### src/rtl/ctr_pkg.sv
// Shared types for the programmable up/down counter: overflow modes and run/halt state.
package ctr_pkg;

  typedef enum logic [1:0] {
    CTR_WRAP    = 2'd0,
    CTR_SAT     = 2'd1,
    CTR_ONESHOT = 2'd2,
    CTR_RSVD    = 2'd3
  } ctr_mode_e;

  typedef enum logic {
    CTR_RUN  = 1'b0,
    CTR_HALT = 1'b1
  } ctr_state_e;

endpackage

### src/rtl/ctr_next_calc.sv
// Combinational next-count for one enabled update: applies step s in the chosen direction
// and resolves overflow/underflow according to the mode.
module ctr_next_calc
  import ctr_pkg::*;
#(
  parameter int WIDTH = 8
) (
  input  logic [WIDTH-1:0] count,
  input  logic [WIDTH:0]   s,
  input  logic [WIDTH-1:0] limit,
  input  logic             up_down,
  input  ctr_mode_e        mode,
  output logic [WIDTH-1:0] next,
  output logic             ovf_nxt,
  output logic             udf_nxt,
  output logic             hit_terminal
);

  logic [WIDTH:0] cnt_x, lim_x, sum, diff, wrap_up, wrap_dn;

  // All arithmetic in WIDTH+1 bits; s <= limit keeps every wrap result in range.
  assign cnt_x   = {1'b0, count};
  assign lim_x   = {1'b0, limit};
  assign sum     = cnt_x + s;
  assign diff    = cnt_x - s;
  assign wrap_up = sum - lim_x - 1'b1;
  assign wrap_dn = cnt_x + lim_x + 1'b1 - s;

  always_comb begin
    next         = count;
    ovf_nxt      = 1'b0;
    udf_nxt      = 1'b0;
    hit_terminal = 1'b0;
    if (up_down) begin
      if (sum > lim_x) begin
        ovf_nxt      = 1'b1;
        hit_terminal = 1'b1;
        if (mode == CTR_SAT || mode == CTR_ONESHOT) next = limit;
        else                                        next = wrap_up[WIDTH-1:0];
      end else begin
        next         = sum[WIDTH-1:0];
        hit_terminal = (s != '0) && (sum == lim_x);
      end
    end else begin
      if (s > cnt_x) begin
        udf_nxt      = 1'b1;
        hit_terminal = 1'b1;
        if (mode == CTR_SAT || mode == CTR_ONESHOT) next = '0;
        else                                        next = wrap_dn[WIDTH-1:0];
      end else begin
        next         = diff[WIDTH-1:0];
        hit_terminal = (s != '0) && (s == cnt_x);
      end
    end
  end

endmodule

### src/rtl/prog_updown_counter.sv
// Up/down counter with programmable terminal value, variable step and wrap/sat/one-shot
// overflow handling. Holds count, pulse flags and the RUN/HALT state.
module prog_updown_counter
  import ctr_pkg::*;
#(
  parameter int WIDTH  = 8,
  parameter int STEP_W = 4
) (
  input  logic              clk,
  input  logic              rst_n,
  input  logic              load_n,
  input  logic [WIDTH-1:0]  data_load,
  input  logic              ce,
  input  logic              up_down,
  input  logic [STEP_W-1:0] step,
  input  logic [1:0]        mode,
  input  logic [WIDTH-1:0]  limit,
  output logic [WIDTH-1:0]  count_out,
  output logic              max_count,
  output logic              zero,
  output logic              ovf,
  output logic              udf,
  output logic              done
);

  ctr_mode_e        mode_e;
  ctr_state_e       state_q, state_d;
  logic [WIDTH-1:0] count_q, count_d;
  logic             ovf_q, ovf_d, udf_q, udf_d;
  logic [WIDTH:0]   step_x, lim_x, s;
  logic [WIDTH-1:0] calc_next;
  logic             calc_ovf, calc_udf, calc_hit;

  assign mode_e = ctr_mode_e'(mode);
  assign step_x = {{(WIDTH+1-STEP_W){1'b0}}, step};
  assign lim_x  = {1'b0, limit};
  assign s      = (step_x > lim_x) ? lim_x : step_x;

  ctr_next_calc #(.WIDTH(WIDTH)) u_calc (
    .count        (count_q),
    .s            (s),
    .limit        (limit),
    .up_down      (up_down),
    .mode         (mode_e),
    .next         (calc_next),
    .ovf_nxt      (calc_ovf),
    .udf_nxt      (calc_udf),
    .hit_terminal (calc_hit)
  );

  always_comb begin
    state_d = state_q;
    count_d = count_q;
    ovf_d   = 1'b0;
    udf_d   = 1'b0;
    if (!load_n) begin
      count_d = (data_load > limit) ? limit : data_load;
      state_d = CTR_RUN;
    end else begin
      case (state_q)
        CTR_RUN: begin
          if (ce) begin
            // Limit lowered below the current count: pull back to the new terminal.
            if (count_q > limit) begin
              count_d = limit;
              ovf_d   = 1'b1;
            end else begin
              count_d = calc_next;
              ovf_d   = calc_ovf;
              udf_d   = calc_udf;
              if (calc_hit && mode_e == CTR_ONESHOT) state_d = CTR_HALT;
            end
          end
        end
        CTR_HALT: begin
          if (mode_e != CTR_ONESHOT) state_d = CTR_RUN;
        end
        default: state_d = CTR_RUN;
      endcase
    end
  end

  always_ff @(posedge clk) begin
    if (!rst_n) begin
      state_q <= CTR_RUN;
      count_q <= '0;
      ovf_q   <= 1'b0;
      udf_q   <= 1'b0;
    end else begin
      state_q <= state_d;
      count_q <= count_d;
      ovf_q   <= ovf_d;
      udf_q   <= udf_d;
    end
  end

  assign count_out = count_q;
  assign ovf       = ovf_q;
  assign udf       = udf_q;
  assign done      = (state_q == CTR_HALT);
  assign max_count = (count_q >= limit);
  assign zero      = (count_q == '0);

endmodule

### config.mk
export PLATFORM = sky130hd
export DESIGN_NAME = prog_updown_counter
export DESIGN_NICKNAME = d
export VERILOG_FILES = /design/src/rtl/ctr_pkg.sv /design/src/rtl/ctr_next_calc.sv /design/src/rtl/prog_updown_counter.sv
export SDC_FILE = /design/constraint.sdc
export NUM_CORES = 1
export LEC_CHECK = 0
export CORE_MARGIN = 8
export CORE_UTILIZATION = 52
export CTS_CLUSTER_SIZE = 24
export DETAILED_ROUTE_END_ITERATION = 10
export PLACE_DENSITY = 0.83
export SYNTH_ARGS = -nofsm -noshare
export SYNTH_HDL_FRONTEND = slang
export SYNTH_SLANG_ARGS = --single-unit
### constraint.sdc
create_clock -name clk -period 5.3 [get_ports clk]
set_clock_uncertainty 0.05 [all_clocks]
set_input_delay 1.06 -clock clk [delete_from_list [all_inputs] [get_ports clk]]
set_output_delay 1.06 -clock clk [all_outputs]
set_load 0.02 [all_outputs]
Word-level counts from Yosys, hierarchy flattened --
Index checks and enable logic that the tools add are counted.
Word-level totals: output and inout port bits 13, input bits 27, word-level logic and storage cells 61, bits in registers 11
Cells by class: muxes and demuxes 23, add/sub/neg operators 7, bitwise gates (word level) 4, equal/unequal tests 7, reduce and logical (&&, ||, !) cells 10, order comparisons 6
Operator list (number):
- $mux 8 | 11
- $gt 8x8->1 | 3
- $sub 8x8->8 | 3
- $mux 1 | 11
- $add 8x8->9 | 1
- $eq 9x8->1 | 1
- $gt 9x8->1 | 1
- $reduce_bool 9->1 | 1
- $add 8x1->8 const B | 1
- $add 8x8->8 | 1
- $eq 8x8->1 | 1
- $ge 8x8->1 | 1
- $gt 4x8->1 | 1
- $logic_not 8->1 | 1
- $sub 8x1->8 const B | 1
- $reduce_or 6->1 | 1
- $ne 2x2->1 const B | 2
- $not 1->1 | 4
- $reduce_and 2->1 | 2
- $reduce_or 4->1 | 1
- $logic_and 1x1->1 | 3
- $eq 2x1->1 const B | 1
- $eq 2x2->1 const B | 1
- $ne 2x1->1 const B | 1
- other kinds (2) | 2

Depth between registers and ports, before layout --
word-level depth 12, depth in mapped cells 25, gate-level depth less buffers 23

By module --
From an unflattened synthesis, not the netlist that was laid out.
Second synthesis, totals: cells, all modules 469, area total of the unflattened synthesis 3681.0 µm²
Modules (own cells, without submodules):
- ctr_next_calc | area each 2444.8 µm², cells each 322, seq. area each 0.0 µm², times used 1
- prog_updown_counter | area each 1236.2 µm², cells each 147, seq. area each 220.2 µm², times used 1

Worst setup path before layout --
OpenSTA, ideal clock, no wires.
path kind input to register, from input port limit[1], to register count_q[3] (netlist: count_out[3]), path slack -464 ps, stages 25, path buffers 2, library setup time 120 ps, arrival 5594 ps, required time 5130 ps, cells stage by stage inv_1 > ha_1 > nor2b_1 > o21a_1 > o21a_1 > o21a_1 > clkbuf_1 > nor2_1 > a21o_1 > ha_1 > inv_1 > fa_1 > nand2b_1 > a21oi_1 > a221o_1 > xnor2_1 > ha_1 > a2111oi_2 > o31ai_1 > a31o_1 > a221o_1 > buf_6 > mux2_1 > mux2i_1 > o2bb2ai_1
Between the ends: cells in the longest elaborated chain, start to end 12, elaborated cells on any way between the ends 23, those cells by class add/sub (7); order compare (5); mux (11)
Ends and longest elaborated chain:
- start, declared | line prog_updown_counter.sv:17 | input logic [WIDTH-1:0] limit,
- $gt 4x8->1 | line prog_updown_counter.sv:37 | assign s = (step_x > lim_x) ? lim_x : step_x;
- $mux 8 | line prog_updown_counter.sv:37
- $add 8x8->9 | line ctr_next_calc.sv:24 | assign sum = cnt_x + s;
- $sub 8x8->8 | line ctr_next_calc.sv:26 | assign wrap_up = sum - lim_x - 1'b1;
- $sub 8x1->8 | line ctr_next_calc.sv:26
- $mux 8 | line ctr_next_calc.sv:38 | if (mode == CTR_SAT || mode == CTR_ONESHOT) next = limit;
- $mux 8 | line ctr_next_calc.sv:35 | if (sum > lim_x) begin
- $mux 8 | line ctr_next_calc.sv:34 | if (up_down) begin
- $mux 8 | line prog_updown_counter.sv:64 | if (count_q > limit) begin
- $mux 8 | line prog_updown_counter.sv:62 | if (ce) begin
- $mux 8 | line prog_updown_counter.sv:60 | case (state_q)
- $mux 8 (*) | line prog_updown_counter.sv:56 | if (!load_n) begin
- end signal, assigned | line prog_updown_counter.sv:91 | count_q <= count_d;
- end, declared | line prog_updown_counter.sv:28 | logic [WIDTH-1:0] count_q, count_d;
Mark *: on every way between the ends. The rest lies on a longest branch, timed or not. The select of a mux whose other input is x is not followed. A chain may end at the register's enable or synchronous reset.

Worst setup path after layout --
from input port step[0], to register count_q[4] (netlist: count_out[4])
Between the ends: cells in the longest elaborated chain, start to end 12, elaborated cells on any way between the ends 18, those cells by class add/sub (5); order compare (3); mux (10)
Ends and longest elaborated chain:
- start, declared | line prog_updown_counter.sv:15 | input logic [STEP_W-1:0] step,
- $gt 4x8->1 | line prog_updown_counter.sv:37
- $mux 8 (*) | line prog_updown_counter.sv:37
- $add 8x8->9 | line ctr_next_calc.sv:24
- $sub 8x8->8 | line ctr_next_calc.sv:26
- $sub 8x1->8 | line ctr_next_calc.sv:26
- $mux 8 | line ctr_next_calc.sv:38
- $mux 8 | line ctr_next_calc.sv:35
- $mux 8 (*) | line ctr_next_calc.sv:34
- $mux 8 (*) | line prog_updown_counter.sv:64
- $mux 8 (*) | line prog_updown_counter.sv:62
- $mux 8 (*) | line prog_updown_counter.sv:60
- $mux 8 (*) | line prog_updown_counter.sv:56
Marked as above.

==> reports/results.ini <==
[layout]
final_net_count = 620
fillers = 365
drive_gt1_share_pct = 30.0
antenna-diode-count = 0
finalNonFillerCells = 602
syn_to_final_growth_pct = 49.6
fin_util_pct = 78.9
multiInputGateArea_sq_um = 2970
final_area_sq_um = 4590
regArea_sq_um = 220

[power]
p_per_area_nw_per_um2 = 295
ir_drop_mv = 0.203
p_total_uw = 1350
p_leak_uw = 0.00213

[grt]
grt_pass1_vias = 3872
antenna_found_initial = 1
grt_pass1_wl_microns = 19200
globalRouteOverflowTotal = 0
grtUsageTotal_pct = 28.1
grt_max_degree = 22

[timing]
worstMarginPinSlew_ns = 0.752
fin_crit_ns = 5.81
setup_ws_ns = -0.512
hold_viol_final = 0
rsz0062_at_grt = yes
max_freq_mhz = 172
setup_violations = 10
slew_headroom_pct = 49.9
drv_slew = 0
fin_crit_sh_pct = 110

[clock_network]
clk_latency_ns = 0.24
cts_num_sinks = 11
cts_max_path_buffers = 2
cts_buffers = 3
clk_pin_slew_ns = 0.05
htreeDepth = 1
root_buffer = clkbuf_8
cts_tree = yes

[min_path]
holdPathStages = 2
worstHoldPathType = flip-flop to flip-flop
hp-start = done
min_to = done

[floorplan]
die-area_sq_um = 8610
ios = 40
initial_utilization_pct = 52.8
die_w_microns = 92.8
row_count = 28
fp.dieH_microns = 92.8
coreArea_sq_um = 5820

[synth]
ys_seq_area_share_pct = 7.18
avgSynthCellArea_sq_um = 7.81
ys_top_cells_by_area = ha_1 24%, dfxtp_1 7.2%, inv_1 4.8%
yosysTopAreaCellShare_pct = 23.7
yosysWarnings = 0
async_flop_share_pct = 0
synth_ff_type = dfxtp_1
synth_top_area_cell = ha_1
syn_area_sq_um = 3070
ys_ff_latch = 11
netlist_instances = 393
synth_edf_count = 0
synth_cell_types = 62

[critical_path]
reg2reg_from = count_out[1]
crit_slowest_cell = a2111oi_4
r2r_end = count_out[4]
critical-path-max-stage-delay_ns = 0.41
path_max_fanout = 6
ff2ff_path_depth = 15
endpoint_kind = flip-flop
path_class = input pin to flip-flop
crit_required_ns = 5.38
arrival_ns = 5.89
r2r_slack_ns = 0.95
cp-start-kind = input pin
cp_common_cell = ha_4

[run_status]
violations = negative setup slack
status = finished, violations left

[route]
drc = 0
first_iter_violations = 356
ant_nets = 0
drt_first_pass_iters = 6
drt_wl_total_microns = 12900
viasPerCell = 6.36
vias = 3828
wl_per_cell_microns = 21.5

[job]
cap_violations = 0

[place]
dp.cells = 569
place_area_sq_um = 4070
io_buffer_count = 39
hpwl_microns = 8750
gp_congestion = 0.994

Yosys cell counts (5+ instances only):
cell and instances:
a211oi_1 7, a21o_1 9, a21oi_1 23, buf_2 7, dfxtp_1 11, fa_1 7, ha_1 58, inv_1 39
mux2_2 6, mux2i_1 10, nand2_1 18, nand2b_1 7, nand3_1 9, nor2_1 30, nor3_1 11, o211ai_1 6
o21a_1 6, o21ai_0 16, o21bai_1 5, o22ai_1 6, xnor2_1 16, xor2_1 8
what timing repair did:
action                     4_1_cts  5_1_grt
buffers inserted                21        9
resized for setup               54       23
pin swaps                       21       19
hold buffers                     0        0
setup endpoints to repair       10       11
cell families after synthesis:
kind of cell | Yosys count | synth area share, %
AOI/OAI and AO/OA | 117 | 27.2
xor gates and xnor gates | 24 | 6.85
buffers and inverters | 51 | 6.77
and+or+nand+nor | 106 | 17.7
adders and majority gates | 65 | 28.2
other | 2 | 0.245
DFF | 11 | 7.18
muxes | 17 | 5.83
per-layer routing:
metal  track usage (%)  share of wire [%]  vias to the layer above
met1              30.3                 37                     1746
met2              47.8                 46                      253
li1                  -                  -                     1731
met5                 0               0.27                        -
met3              6.39                9.1                       96
met4              19.5                7.7                        2
final cells by class:
class	count	area share [%]
Sequential cell	11	4.80
Inverter	40	3.35
Multi-Input combinational cell	337	64.6
Timing Repair Buffer	135	24.2
Tap cell	75	2.04
Clock buffer	4	0.981
metrics by stage:
stage / hold WS, ns / TNS [ns] / worst slack [ns]
6_report: 0.525 / -3.51 / -0.512
5_1_grt: 0.546 / -4.44 / -0.584
4_1_cts: 0.525 / -0.855 / -0.186
3_5_place_dp: 0.488 / -10.09 / -1.05
3_3_place_gp: 0.457 / -7.70 / -0.809
2_1_floorplan: 0.506 / -1.98 / -0.337
state kept, by name (all words and copies together), names as in the netlist:
| register | cells |
|---|---|
| count_out | 8 |
| done | 1 |
| ovf | 1 |
| udf | 1 |
worst max-delay path: cells and delay by family:
family                     cells  cell delay [ns]
muxes                          1             0.20
AOI/OAI and AO/OA             12             2.70
and+or+nand+nor                3             0.27
buffers and inverters          4             0.54
xor gates and xnor gates       1             0.18
adders and majority gates      4             0.93
power breakdown:
group / switching, uW / leakage, uW / internal (uW)
sequential: 35.0 / 0.0000905 / 93.5
combinational: 583 / 0.00202 / 555
clock: 32.9 / 0.0000228 / 52.9
total: 651 / 0.00213 / 701
how the worst max path moves through the flow:
stage	start	cells past startpoint	end
2_1_floorplan	limit[1]	25	count_out[3]
3_3_place_gp	limit[1]	24	count_out[4]
3_5_place_dp	limit[1]	24	count_out[4]
4_1_cts	limit[1]	26	count_out[6]
5_1_grt	limit[1]	25	count_out[4]
6_report	step[0]	25	count_out[4]
cell usage in the layout, fill, tap and decap left out, types with 4 or more instances in the layout:
cell type,n
dfxtp_1,11
conb_1,8
inv_2,7
dlygate4sd2_1,4
fa_1,6
a222oi_1,4
a21oi_1,19
xor2_1,8
or2_2,4
o21ai_0,15
nand3_1,9
a31oi_1,4
a211oi_1,5
inv_1,31
o22ai_1,5
nor2_1,26
a21o_1,9
mux2_2,4
nand2_1,16
ha_1,50
buf_4,95
mux2i_1,10
o21a_1,5
ha_4,8
clkdlybuf4s15_1,6
clkdlybuf4s50_1,27
nand2b_1,6
o211ai_1,6
or4_1,4
nor3_1,9
o21bai_1,5
xnor2_1,15
Power figures use the tool's default switching activity.
